--- src/rtl/ledg_fade_driver_pkg.sv ---
// Shared constants and types for the green-LED PWM/fade driver.
// Latency: n/a (declarations only).
// Backpressure: n/a.
package ledg_pkg;

    localparam int LEDG_NUM_LEDS = 9;
    localparam int LEDG_LEVEL_W  = 4;

    typedef logic [LEDG_LEVEL_W-1:0] ledg_level_t;

endpackage

--- src/rtl/ledg_fade_channel.sv ---
// One LED channel: level register that tracks the requested brightness and a registered PWM compare.
// Latency: request -> level 1 clk (immediate mode) or on fade_tick (LEDG_FADE_EN); level -> ledg 1 clk.
// Backpressure: none, inputs are level-valued and sampled every clock.
module ledg_fade_channel #(
    parameter int LEVEL_W = 4
) (
    input  logic               clk,
    input  logic               reset,
    input  logic               req,
    input  logic [LEVEL_W-1:0] brightness,
    input  logic               fade_tick,
    input  logic [LEVEL_W-1:0] pwm_cnt,
    output logic               ledg
);

    logic [LEVEL_W-1:0] target;
    logic [LEVEL_W-1:0] level_q;
    logic [LEVEL_W-1:0] level_d;
    logic               ledg_q;

    assign target = req ? brightness : '0;

    // Next level: one step toward the target per fade tick, or jump straight to it.
    always_comb begin
        level_d = level_q;
`ifdef LEDG_FADE_EN
        // Target always lies in 0..LMAX, so a +/-1 step toward it can never wrap.
        if (fade_tick) begin
            if (level_q < target) begin
                level_d = level_q + 1'b1;
            end else if (level_q > target) begin
                level_d = level_q - 1'b1;
            end
        end
`else
        level_d = target;
`endif
    end

`ifndef LEDG_FADE_EN
    // Tick is tied low by the top in this build; kept on the port so the wiring is identical.
    logic unused_fade_tick;
    assign unused_fade_tick = fade_tick;
`endif

    // Level register and PWM compare; pwm_cnt never reaches LMAX so full level is always lit.
    always_ff @(posedge clk or posedge reset) begin
        if (reset) begin
            level_q <= '0;
            ledg_q  <= 1'b0;
        end else begin
            level_q <= level_d;
            ledg_q  <= (level_q > pwm_cnt);
        end
    end

    assign ledg = ledg_q;

endmodule

--- src/rtl/ledg_fade_driver.sv ---
// Green-LED PWM dimmer with optional linear fade (enable with macro LEDG_FADE_EN).
// Latency: in_port/brightness -> ledg 2 clks without fade; with fade, level moves one step per fade tick.
// Backpressure: none, free-running counters, inputs sampled every clock.
module ledg_fade_driver
    import ledg_pkg::*;
#(
    parameter int NUM_LEDS = LEDG_NUM_LEDS,
    parameter int LEVEL_W  = LEDG_LEVEL_W,
    parameter int PWM_DIV  = 4,
    parameter int FADE_DIV = 2
) (
    input  logic                clk,
    input  logic                reset,
    input  logic [NUM_LEDS-1:0] in_port,
    input  logic [LEVEL_W-1:0]  brightness,
    output logic [NUM_LEDS-1:0] ledg
);

    localparam int                 DIV_W    = (PWM_DIV > 1) ? $clog2(PWM_DIV) : 1;
    localparam logic [DIV_W-1:0]   DIV_LAST = DIV_W'(PWM_DIV - 1);
    localparam logic [LEVEL_W-1:0] PWM_LAST = LEVEL_W'((1 << LEVEL_W) - 2);

    logic [DIV_W-1:0]   div_cnt_q;
    logic [LEVEL_W-1:0] pwm_cnt_q;
    logic               step;
    logic               frame_end;
    logic               fade_tick;

    assign step      = (div_cnt_q == DIV_LAST);
    assign frame_end = step && (pwm_cnt_q == PWM_LAST);

    // Prescaler: one PWM step every PWM_DIV clocks.
    always_ff @(posedge clk or posedge reset) begin
        if (reset) begin
            div_cnt_q <= '0;
        end else if (step) begin
            div_cnt_q <= '0;
        end else begin
            div_cnt_q <= div_cnt_q + 1'b1;
        end
    end

    // PWM counter runs 0..LMAX-1 so that level LMAX compares as always-on.
    always_ff @(posedge clk or posedge reset) begin
        if (reset) begin
            pwm_cnt_q <= '0;
        end else if (step) begin
            pwm_cnt_q <= frame_end ? '0 : pwm_cnt_q + 1'b1;
        end
    end

`ifdef LEDG_FADE_EN
    localparam int              FADE_W    = (FADE_DIV > 1) ? $clog2(FADE_DIV) : 1;
    localparam logic [FADE_W-1:0] FADE_LAST = FADE_W'(FADE_DIV - 1);

    logic [FADE_W-1:0] fade_cnt_q;

    assign fade_tick = frame_end && (fade_cnt_q == FADE_LAST);

    // Fade counter: one level step every FADE_DIV PWM frames.
    always_ff @(posedge clk or posedge reset) begin
        if (reset) begin
            fade_cnt_q <= '0;
        end else if (frame_end) begin
            fade_cnt_q <= fade_tick ? '0 : fade_cnt_q + 1'b1;
        end
    end
`else
    localparam int unused_fade_div = FADE_DIV;
    assign fade_tick = 1'b0;
`endif

    for (genvar i = 0; i < NUM_LEDS; i++) begin : g_ch
        ledg_fade_channel #(
            .LEVEL_W (LEVEL_W)
        ) u_ch (
            .clk        (clk),
            .reset      (reset),
            .req        (in_port[i]),
            .brightness (brightness),
            .fade_tick  (fade_tick),
            .pwm_cnt    (pwm_cnt_q),
            .ledg       (ledg[i])
        );
    end

endmodule
--- config.mk ---
export PLATFORM = sky130hd
export DESIGN_NAME = ledg_fade_driver
export DESIGN_NICKNAME = d
export VERILOG_FILES = /design/src/rtl/ledg_fade_driver_pkg.sv /design/src/rtl/ledg_fade_channel.sv /design/src/rtl/ledg_fade_driver.sv
export SDC_FILE = /design/constraint.sdc
export NUM_CORES = 1
export LEC_CHECK = 0
export BUFFER_PORTS_ARGS = -buffer_cell sky130_fd_sc_hd__clkbuf_2
export CAP_MARGIN = 25
export CORE_MARGIN = 2
export CORE_UTILIZATION = 30
export DETAILED_ROUTE_END_ITERATION = 12
export SYNTH_ARGS = -nofsm -noshare
export SYNTH_HDL_FRONTEND = slang
export SYNTH_SLANG_ARGS = --single-unit
--- constraint.sdc ---
create_clock -name clk -period 2.1 [get_ports clk]
set_clock_uncertainty 0.1 [all_clocks]
set_input_delay 0.21 -clock clk [delete_from_list [all_inputs] [get_ports clk]]
set_output_delay 0.21 -clock clk [all_outputs]
set_load 0.02 [all_outputs]
After elaboration in Yosys (flattened, before gate mapping)
Index checks and enable logic that the tools add are counted.

Flip-flop bits (word level): 51. Bits of input ports: 15. Output and inout port bits: 9. Logic and storage cells: 45.

Add/sub/neg operators: 2. Magnitude comparators: 9. Eq/ne operators: 2. Muxes and demuxes: 11. Reductions and logical operators: 1.

Operators with widths (number): 4-bit 2-to-1 mux (10); 4-bit greater-than comparator (9); 4-bit by 1-bit adder with 4-bit output (second input constant) (1); 4-bit equality test (second input constant) (1); 2-bit by 1-bit adder with 2-bit output (second input constant) (1); 2-bit equality test (second input constant) (1); 2-bit 2-to-1 mux (1); 1-bit logical AND (1).

Depth between registers and ports, before layout
Gate-level depths: netlist (run 1).

Depth after elaboration: 3. Depth in mapped cells: 5. Depth with buffers taken out: 5.

Cells and area by module
A second synthesis (run 1) with hierarchy kept.

Cell total of the unflattened synthesis: 235. Area total of the unflattened synthesis: 2698.8 um2.

Modules (own cells, without submodules): ledg_fade_channel (times used 9, cells each 23, area an instance 269.0 um2, sequential area each 125.1 um2); ledg_fade_driver (times used 1, cells each 28, area an instance 277.8 um2, sequential area each 150.1 um2).

Least setup slack after synthesis (run 1)
OpenSTA, ideal clock, no wires.

Kind: flip-flop to flip-flop. Start point: register pwm_cnt_q[1]. End point: register g_ch[0].u_ch.ledg_q. Setup time: 0.124 ns. Arrival time: 1.234 ns. Required time: 1.876 ns. Slack: 0.642 ns. Stages on the path, launching flop included: 6. Path buffers: 0. Period minus slack after synthesis: 1.458 ns. Cell sequence: dfrtp_1 > inv_1 > ha_1 > nor2b_1 > o21ai_0 > a21oi_1.

Longest elaborated chain between the ends: 1.

Ends and longest elaborated chain: start: declaration (RTL line ledg_fade_driver.sv:24) `logic [LEVEL_W-1:0] pwm_cnt_q;`; start signal: assignment (RTL line ledg_fade_driver.sv:48) `pwm_cnt_q <= frame_end ? '0 : pwm_cnt_q + 1'b1;`; 4-bit greater-than comparator (RTL line ledg_fade_channel.sv:53) `ledg_q <= (level_q > pwm_cnt);`; end signal: assignment (RTL line ledg_fade_channel.sv:53); end: declaration (RTL line ledg_fade_channel.sv:19) `logic ledg_q;`.

No other way between the ends. A chain may end at the register's enable or synchronous reset.

Final worst setup path (run 1)
Start point: register pwm_cnt_q[1]. End point: register g_ch[3].u_ch.ledg_q.

Longest elaborated chain between the ends: 1.

Ends and longest elaborated chain (RTL line): 4-bit greater-than comparator (ledg_fade_channel.sv:53); end signal: assignment (ledg_fade_channel.sv:53); end: declaration (ledg_fade_channel.sv:19).

No other way between the ends.

==> summary.md, run 1 <==
| Metric | Value |
|---|---|
| Clock share of power | `roughly a third` |
| Per-cell routed wire length | `~12 um` |
| Simple-gate share of the synthesized area | `between 10% and 20%` |
| Share of power burned in registers | `around three fifths` |
| Slowest stage delay, CP | `between 0.4 and 0.5 ns` |
| Antenna violations before repair | `0` |
| Worst vdd ir | `between 300 and 400 uV` |
| Complex-gate fraction of the synthesized area | `7.78%` |
| Clock sinks | `around 50` |
| Worst r2r src | `pwm_cnt_q[1]` |
| Worst slew margin | `between 60% and 70%` |
| Top Metal Used | `met4` |
| Die ar. | `around 9000 sq um` |
| Register area | `1280 sq um` |
| Fmax | `595 MHz` |
| Setup Crit Path Kind | `reg2reg` |
| Critical path required time | `about 2.2 ns` |
| First-pass GRT wire length | `approximately 7300 um` |
| Post-synthesis sequential area ratio | `between 50 and 60%` |
| Syn Std Cell Area | `2480 sq um` |
| Tcrit/Tclk final | `about four fifths` |
| Combinational fraction of design power | `8.0%` |
| YS warnings | `0` |
| Layout Nets | `a little under 300` |
| Number of global-route vias before repair | `~1600` |
| Die height | `~95 um` |
| Root Buffer Master | `clkbuf_8` |
| Diode count | `0` |
| Fin util | `about a third` |
| Wl on met1 | `2050 um` |
| CP Launch Type | `register` |
| Num CTS Buffers | `5` |
| Largest net degree at the start of global routing | `21` |
| Num ports | `24` |
| CP Data Arrival Time | `around 1.8 ns` |
| Worst hold endpoint | `g_ch[8].u_ch.level_q[3]` |
| Mux contribution to synthesized area | `0%` |
| RSZ-0062 raised after global routing | `no` |
| Psw | `slightly below 0.4 mW` |
| First-pass iteration count of the detailed router | `4` |
| WL met3 | `about 130 um` |
| Reg2Reg Depth | `5` |
| Number of synthesized register bits | `a little over 50` |
| Int Pwr | `approximately 1.3 mW` |
| CTS resizes | `0` |
| Critical path's slowest cell | `dfrtp_1` |
| Die Width | `between 90 and 100 um` |
| Post-synth cell types | `17` |
| Min-delay worst type | `in2reg` |
| Clk pin slew, worst setup/hold paths | `approximately 0.09 ns` |
| Setup TNS | `0 ns` |
| Fill cells | `between 800 and 900` |
| Adder-cell share of the synthesized area | `roughly a fifth` |
| Core Area | `8090 sq um` |
| Synth Area in XOR/XNOR | `0%` |
| Layout cells sized above 1 | `around 15%` |
| Vias/cell | `around 4.4` |
| HPWL Detailed | `roughly 3100 um` |
| Initial DRC count | `66` |
| Crit end category | `register` |
| Overall global routing resource usage | `between 10% and 20%` |
| Crit path max fanout | `11` |
| Net Sw Frac | `around 23%` |
| Worst R2R End | `g_ch[3].u_ch.ledg` |
| Routed Antenna Nets | `0` |
| R2R Setup Slk | `approximately 0.42 ns` |
| CTS Buffer Depth | `2` |
| GR Overflow Total | `0` |
| Multi-input logic area | `around 1100 sq um` |
| Initial Util | `a little under a third` |
| IO buf count | `23` |
| Area growth syn-to-layout | `12.3%` |
| Area share of the largest cell type after synthesis | `approximately half` |
| Static leakage | `~1.4 nW` |
| Clock latency on the worst-skew pair | `0.29 ns` |
| Fin Hold WS | `~0.054 ns` |
| PwrDens | `between 600 and 700 nW/um^2` |
| Wire length on met2 | `1990 um` |
| Final min period | `~1.7 ns` |
| Final Hold Violating Endpoints | `0` |
| Max Slew Vio Count | `0` |
| Worst path cell trace | `inv_1 > ha_1 > nor2b_1 > o21ai_0 > a21oi_1` |
| Overall power | `between 1.5 and 2 mW` |
| Largest area contributor in the synthesized netlist | `dfrtp_1` |
| Synth Area per Inst | `~11 sq um` |
| Delay-heaviest family, CP | `flip-flops` |
| Mapped Cells | `between 200 and 250` |
| Max cap viols | `0` |
| Total vias in the final route | `roughly 1500` |
| Hold depth | `2` |
| Top cells by area, synth | `dfrtp_1, ha_1, and2_1, o21ai_0, buf_4` |
| Final setup violation count | `0` |
| Largest family of logic cells by synthesized area | `adder cells` |
| Buf/Inv on CP | `1` |
| H-tree levels | `2` |
| Gpl congestion | `~0.75` |
| Synth Net Count | `270` |
| Final wirelength | `~4200 um` |
| Hold path start | `in_port[8]` |
| DRC viols | `0` |
| Rows | `33` |
| TritonCTS clock tree | `yes` |
| Worst-Margin Slew | `between 0.4 and 0.5 ns` |
| Status | `finished clean` |
-- worst max path at each step --
stage	start	to	depth (start not counted)
final	pwm_cnt_q[1]	g_ch[3].u_ch.ledg	5
after global routing	pwm_cnt_q[1]	g_ch[6].u_ch.ledg	5
after CTS	pwm_cnt_q[1]	g_ch[3].u_ch.ledg	5
after detailed placement	pwm_cnt_q[1]	g_ch[3].u_ch.ledg	5
after global placement	pwm_cnt_q[1]	g_ch[3].u_ch.ledg	5
after floorplan	reset	div_cnt_q[0]	1
-- per-layer routing --
| metal | global-route usage [%] | vias up |
|---|---|---|
| li1 | - | 777 |
| met3 | 2.31 | 4 |
| met1 | 13.5 | 722 |
| met5 | 0 | - |
| met4 | 2.54 | 0 |
| met2 | 18.1 | 22 |
-- per-stage QoR --
stage | setup slack, ns | cell area (sq um) | std cells
2_1_floorplan | 0.560 | 2480 | 216
3_3_place_gp | 0.444 | 2690 | 339
3_5_place_dp | 0.421 | 2690 | 339
4_1_cts | 0.398 | 2780 | 348
5_1_grt | 0.291 | 2780 | 348
6_report | 0.419 | 2780 | 348
-- sequential cells by signal, summed over array words and instances, names as in the netlist --
name / cells
pwm_cnt_q: 4
div_cnt_q: 2
g_ch.u_ch.ledg: 9
g_ch.u_ch.level_q: 36
-- synthesized netlist by cell type --
library cell	number
ha_1	39
nand3b_1	1
a21oi_1	11
o21ai_1	1
nand3_1	2
a31o_1	1
buf_4	9
o21ai_0	20
nor2_1	10
o41ai_2	1
a21o_1	1
nand2_2	1
and2_1	36
nor2b_1	9
inv_1	14
nand4_1	9
dfrtp_1	51
-- layout make-up --
type / instances / share of cell area (%)
timing repair buffer: 28 / 5.58
clock buffer: 6 / 2.61
multi-input combinational: 142 / 38.8
sequential: 51 / 45.9
tap: 105 / 4.73
inverter: 14 / 1.89
clock inverter: 2 / 0.450
-- power groups by stage --
stage / Clock [mW] / Combinational [mW] / Sequential (mW)
3_3_place_gp: 0 / 0.136 / 1.05
3_5_place_dp: 0 / 0.140 / 1.05
4_1_cts: 0.560 / 0.142 / 1.03
5_1_grt: 0.597 / 0.162 / 1.04
2_1_floorplan: 0 / 0.0920 / 1.05
6_report: 0.534 / 0.137 / 1.03
-- logic make-up (layout without fill, tap and decap cells) --
logic type / count (synthesis) / count (layout)
flip-flops: 51 / 51
buffers and inverters: 23 / 50
adder cells (fa/ha/maj): 39 / 39
AND/OR/NAND/NOR: 68 / 68
AO/OA/AOI/OAI: 35 / 35
-- placed cells by master (no fill, tap or decap) --
cell	Yosys	final
clkinv_2	0	1
and2_1	36	36
dlygate4sd3_1	0	1
ha_1	39	39
nor2b_1	9	9
nand2_2	1	1
a21o_1	1	1
o41ai_2	1	1
clkbuf_1	0	1
a31o_1	1	1
nor2_1	10	10
nand4_1	9	9
a21oi_1	11	11
buf_4	9	4
o21ai_0	20	20
o21ai_1	1	1
nand3b_1	1	1
dfrtp_1	51	51
clkbuf_2	0	23
nand3_1	2	2
inv_1	14	13
clkbuf_8	0	5
clkinvlp_4	0	1
inv_2	0	1
-- repair_timing --
| action | 4_1_cts | 5_1_grt |
|---|---|---|
| hold buffers | 1 | 0 |
| endpoints found under the setup margin | 0 | 0 |
| buffers inserted | 0 | 0 |
| endpoints found under the hold margin | 18 | 0 |
No activity file was read; power rests on OpenSTA's default activity.
==> run 2: changes to the inputs <==
- clock period: 2.1 -> 1.44 ns (I/O delays scaled with it)
==> run 2 against run 1 <==
Net effect:
- critical path depth rose by 1
- hold slack worse by 0.053 ns
- worst setup slack worse by 0.40 ns
- die area stayed put
- cell area increased by 17%
- first-iteration DRC count down 26%
- register-to-register slack worse by 0.40 ns
==> summary.md, run 2 (synthesis gave the netlist of run 1 again) <==
| Metric | Value |
|---|---|
| Status | `finished clean` |
| HPWL Detailed | `3120 um (about the same)` |
| Initial DRC count | `49 (-26%)` |
| H-tree levels | `2 (unchanged)` |
| Per-cell routed wire length | `13.1 um (+8.1%)` |
| Final Hold Violating Endpoints | `0 (unchanged)` |
| Final wirelength | `4790 um (+14%)` |
| Reg with most FFs | `g_ch.u_ch.level_q` |
| Static leakage | `1.52 nW (+9.3%)` |
| Overall global routing resource usage | `11.0% (+0.50 points)` |
| Core Area | `8090 sq um (unchanged)` |
| Clk pin slew, worst setup/hold paths | `0.09 ns (about the same)` |
| Most common cell after layout, fill and taps aside | `dfrtp_1` |
| Min-delay worst type | `in2reg` |
| Critical path's slowest cell | `dfrtp_1` |
| Diode count | `0 (unchanged)` |
| GR Overflow Total | `0 (unchanged)` |
| Critical path required time | `1.53 ns (-0.65 ns)` |
| IO buf count | `23 (unchanged)` |
| Worst vdd ir | `445 uV (+23%)` |
| Rows | `33 (unchanged)` |
| CTS Buffer Depth | `2 (unchanged)` |
| Area growth syn-to-layout | `31.0%` |
| Max FFs per register | `36 (unchanged)` |
| Commonest non-fill, non-tap cells in the layout | `dfrtp_1, and2_1, ha_1` |
| Vias/cell | `4.42 (+0.76%)` |
| Die height | `94.9 um (unchanged)` |
| Crit path max fanout | `5 (-6)` |
| Final min period | `1.42 ns (-0.257 ns)` |
| Crit end category | `register` |
| Worst path cell trace | `clkinv_4 > buf_12 > ha_4 > nor2b_2 > o21ai_1 > a21oi_1` |
| First-pass iteration count of the detailed router | `4 (unchanged)` |
| Clock latency on the worst-skew pair | `0.30 ns (about the same)` |
| Die Width | `94.9 um (unchanged)` |
| Tcrit/Tclk final | `98.9% (+19 points)` |
| CP Launch Type | `register` |
| Number of global-route vias before repair | `1595 (+2.5%)` |
| Num CTS Buffers | `5 (unchanged)` |
| Antenna violations before repair | `0 (unchanged)` |
| Overall power | `2.78 mW (+63%)` |
| Clock sinks | `51 (unchanged)` |
| Worst slew margin | `72.2% (+3.9 points)` |
| Setup Crit Path Kind | `reg2reg` |
| CP Data Arrival Time | `1.51 ns (-0.25 ns)` |
| Num ports | `24 (unchanged)` |
| Fill cells | `807 (-1.7%)` |
| RSZ-0062 raised after global routing | `yes` |
| Die ar. | `9000 sq um (unchanged)` |
| First-pass GRT wire length | `7600 um (+4.7%)` |
| Slowest stage delay, CP | `0.41 ns (about the same)` |
| TritonCTS clock tree | `yes` |
| PwrDens | `856 nW/um^2 (+40%)` |
| Max cap viols | `0 (unchanged)` |
| Layout cells sized above 1 | `27.6% (+12 points)` |
| Largest net degree at the start of global routing | `22 (+4.8%)` |
| Worst-Margin Slew | `0.416 ns (-0.0592 ns)` |
| Final setup violation count | `0 (unchanged)` |
| Max Slew Vio Count | `0 (unchanged)` |
| Layout Nets | `314 (+6.1%)` |
| Root Buffer Master | `clkbuf_8` |
| Pre-CTS WS | `-0.0552 ns (-0.477 ns)` |
| DRC viols | `0 (unchanged)` |
| Gpl congestion | `0.726 (-3.7%)` |
| Routed Antenna Nets | `0 (unchanged)` |
| Fmax | `702 MHz (+18%)` |
| Initial Util | `30.6% (unchanged)` |
| Total vias in the final route | `1616 (+6.0%)` |
| Final WS setup | `0.0164 ns (-0.403 ns)` |
## run 2: changes by cell type in the layout (fill, tap and decap cells not counted), moves of 4 or more
cell,delta
ha_1,-13
ha_4,+13
o21ai_0,-10
o21ai_1,+10
dlygate4sd3_1,+6
buf_12,+4
buf_6,+4
## run 2: path summary, 6_finish.rpt
kind	startpoint	end	slack [ns]	cells past startpoint
worst max-delay path	pwm_cnt_q[1]	g_ch[1].u_ch.ledg	0.02	6
worst min-delay path	in_port[3]	g_ch[3].u_ch.level_q[2]	0.002	2
worst max register to register	pwm_cnt_q[1]	g_ch[1].u_ch.ledg	0.02	6
worst min register to register	div_cnt_q[0]	div_cnt_q[0]	0.33	1
max in group asynchronous	reset	g_ch[3].u_ch.level_q[0]	0.52	4
min in group asynchronous	reset	g_ch[7].u_ch.ledg	0.28	3
## run 2: layer usage
layer / share of wire (%) / global-route usage [%]
met5: 0 / 0
met3: 4.1 / 2.79
met1: 43 / 13.0
met4: 3.5 / 4.11
met2: 50 / 19.4
## run 2: critical path, delay by kind of cell (launching register included)
family                     cells  cell delay (ns)
adders and majority gates      1             0.24
buffers and inverters          2             0.25
DFF                            1             0.41
and+or+nand+nor                1             0.14
AOI/OAI and AO/OA              2             0.18
## run 2: layout make-up
| class | count | area, sq um | area share (%) |
|---|---|---|---|
| clock buffer | 6 | 82.6 | 2.55 |
| clock inverter | 2 | 35.0 | 1.08 |
| inverter | 14 | 65.1 | 2.01 |
| multi-input combinational | 142 | 1260 | 39.0 |
| sequential | 51 | 1280 | 39.4 |
| tap | 105 | 131 | 4.05 |
| timing repair buffer | 45 | 380 | 11.7 |
| timing repair inverter | 1 | 7.51 | 0.231 |
## run 2: where the power goes
group	switching (mW)	total, mW	internal (mW)
Sequential	0.0258	1.51	1.49
Clock	0.457	1.02	0.563
Combinational	0.121	0.242	0.121
## run 2: metrics by stage
step	utilization (%)	instances	instance area [sq um]	TNS (ns)	hold WS (ns)
after detailed placement	34.1	343	2760	-0.353	0.0550
after CTS	36.6	359	2960	0	0.00128
after floorplan	-	216	2480	0	0.0927
after global placement	34.1	343	2760	-0.181	0.0593
final	40.1	366	3240	0	0.00172
after global routing	40.1	366	3240	-0.357	0.0165
## run 2: what timing repair did
action                                  CTS  global route
hold endpoints to repair                 34             0
endpoints found under the setup margin    9            10
hold buffers                              7             0
resized for setup                         4            39
buffers inserted                          0             6
pin swaps                                 0             9
cloned                                    1             1
==> run 3: changes to the inputs <==
- SYNTH_HIERARCHICAL: not set -> 1
==> run 3 against run 2 <==
Net effect:
- cell area rose by 13%
- sequential power hardly changed
- highest routed layer unchanged
- non-clock buffer count grew 11
- clock power is 15% higher
- sequential cell count is the same
- critical endpoint is now g_ch[8].u_ch/ledg
- combinational power grew 22%
- critical path depth did not move
- via count increased by 12%
- wire length rose by 17%
- sequential share of layout area fell by 4.7 points
==> summary.md, run 3 <==
| Metric | Value |
|---|---|
| Design Area, Final | `3680 sq um (+13%)` |
| Min-delay worst type | `in2reg` |
| Crit end category | `register` |
| Status | `finished clean` |
| Mapped Cells | `234 (+8.3%)` |
| Critical path required time | `1.54 ns (about the same)` |
| Clk pin slew, worst setup/hold paths | `0.09 ns (about the same)` |
| Die ar. | `9760 sq um (+8.5%)` |
| Layout Nets | `351 (+12%)` |
| Layout cells sized above 1 | `40.6% (+13 points)` |
| Worst slew margin | `81.6% (+9.4 points)` |
| Max FFs per register | `36 (unchanged)` |
| Tcrit/Tclk final | `99.7% (+0.82 points)` |
| CP Launch Type | `register` |
| Largest net degree at the start of global routing | `17 (-23%)` |
| IO buf count | `23 (unchanged)` |
| RSZ-0062 raised after global routing | `yes` |
| Clock latency on the worst-skew pair | `0.30 ns (about the same)` |
| CP Data Arrival Time | `1.53 ns (+0.02 ns)` |
| Overall global routing resource usage | `11.6% (+0.56 points)` |
| Initial DRC count | `51 (+4.1%)` |
| First-pass GRT wire length | `8790 um (+16%)` |
| PwrDens | `810 nW/um^2 (-5.3%)` |
| Root Buffer Master | `clkbuf_8` |
| CTS Buffer Depth | `2 (unchanged)` |
| Diode count | `0 (unchanged)` |
| Worst path cell trace | `buf_12 > inv_1 > ha_4 > nor2b_4 > o211ai_2 > a21oi_2` |
| Worst vdd ir | `419 uV (-5.8%)` |
| Fmax | `697 MHz (-0.82%)` |
| YS warnings | `6 (+6)` |
| Rows | `34 (+3.0%)` |
| Synth Area per Inst | `11.5 sq um (+0.47%)` |
| Setup TNS | `0 ns (unchanged)` |
| Clock sinks | `51 (unchanged)` |
| Reg with most FFs | `g_ch.u_ch/level_q` |
| Commonest non-fill, non-tap cells in the layout | `dfrtp_1, inv_1, and2_1` |
| Die height | `98.8 um (+4.1%)` |
| Final wirelength | `5630 um (+17%)` |
| Number of global-route vias before repair | `1844 (+16%)` |
| GR Overflow Total | `0 (unchanged)` |
| TritonCTS clock tree | `yes` |
| Area growth syn-to-layout | `36.5%` |
| Die Width | `98.8 um (+4.1%)` |
| Gpl congestion | `0.788 (+8.5%)` |
| Per-cell routed wire length | `13.9 um (+5.9%)` |
| Total vias in the final route | `1807 (+12%)` |
| Final setup violation count | `0 (unchanged)` |
| H-tree levels | `2 (unchanged)` |
| Final Hold Violating Endpoints | `0 (unchanged)` |
| Critical path's slowest cell | `dfrtp_1` |
| Max cap viols | `0 (unchanged)` |
| Overall power | `2.98 mW (+7.4%)` |
| HPWL Detailed | `3960 um (+27%)` |
| Max Slew Vio Count | `0 (unchanged)` |
| Antenna violations before repair | `0 (unchanged)` |
| Core Area | `8720 sq um (+7.8%)` |
| Routed Antenna Nets | `0 (unchanged)` |
| Most common cell after layout, fill and taps aside | `dfrtp_1` |
| Setup Crit Path Kind | `reg2reg` |
| Dpl cells | `385 (+12%)` |
| Final min period | `1.44 ns (+0.0118 ns)` |
| Syn Std Cell Area | `2700 sq um (+8.8%)` |
| Num ports | `24 (unchanged)` |
| Num CTS Buffers | `5 (unchanged)` |
| Slowest stage delay, CP | `0.44 ns (+0.03 ns)` |
| Area after DPL | `3130 sq um (+14%)` |
| Post-route insts no fill | `406 (+11%)` |
| Crit path max fanout | `8 (+3)` |
| Worst-Margin Slew | `0.276 ns (-0.140 ns)` |
| DRC viols | `0 (unchanged)` |
| Initial Util | `30.9% (+0.31 points)` |
| Vias/cell | `4.45 (+0.80%)` |
| First-pass iteration count of the detailed router | `4 (unchanged)` |
| Synth Net Count | `288 (+6.7%)` |
| Static leakage | `1.90 nW (+25%)` |
| Fin Hold WS | `0.0240 ns (+0.0223 ns)` |
==> run 3: power breakdown <==
group	internal (mW)	leakage (nW)	switching [mW]
combinational	0.153	1.18	0.142
sequential	1.49	0.657	0.0326
clock	0.692	0.0644	0.473
==> run 3: timing repair <==
action / CTS / global route
buffers inserted: 0 / 3
gates cloned: 0 / 1
pin swaps: 7 / 12
hold buffers: 9 / 0
setup endpoints to repair: 6 / 12
gates resized for setup: 4 / 29
hold endpoints to repair: 83 / 0
==> run 3: per-layer routing <==
metal / global-route usage, % / up-vias / wire [um]
met5: 0 / - / 0
met4: 3.48 / 0 / 102
met3: 2.34 / 10 / 191
met2: 20.3 / 30 / 2920
met1: 14.5 / 878 / 2410
li1: - / 889 / -
==> run 3: worst max-delay path: cells and delay by family (launching register included) <==
| family | cells | cell delay [ns] |
|---|---|---|
| flip-flops | 1 | 0.44 |
| adder cells (fa/ha/maj) | 1 | 0.20 |
| AO/OA/AOI/OAI | 2 | 0.23 |
| AND/OR/NAND/NOR | 1 | 0.12 |
| buffers and inverters | 2 | 0.24 |
==> run 3: worst paths after layout <==
kind	start	to	slack [ns]	cells past startpoint
min in group asynchronous	reset	g_ch[4].u_ch/level_q[2]	0.35	3
max in group asynchronous	reset	pwm_cnt_q[2]	0.66	3
max reg2reg	pwm_cnt_q[1]	g_ch[8].u_ch/ledg	0.005	6
min	in_port[7]	g_ch[7].u_ch/level_q[3]	0.02	2
max	pwm_cnt_q[1]	g_ch[8].u_ch/ledg	0.005	6
min reg2reg	div_cnt_q[0]	div_cnt_q[0]	0.33	1
==> run 3: area by class of cell <==
class / count / area, sq um
fill: 815 / 5040
multi-input combinational: 135 / 1500
sequential: 51 / 1280
timing repair buffer: 56 / 452
inverter: 48 / 180
tap: 108 / 135
clock buffer: 5 / 68.8
clock inverter: 3 / 67.6
==> run 3: per-stage QoR <==
| step | setup slack, ns | util [%] |
|---|---|---|
| 2_1_floorplan | 0.0304 | - |
| 3_3_place_gp | 0.0414 | 35.9 |
| 3_5_place_dp | -0.00822 | 35.9 |
| 4_1_cts | -0.00623 | 38.7 |
| 5_1_grt | -0.0400 | 42.2 |
| 6_report | 0.00463 | 42.2 |
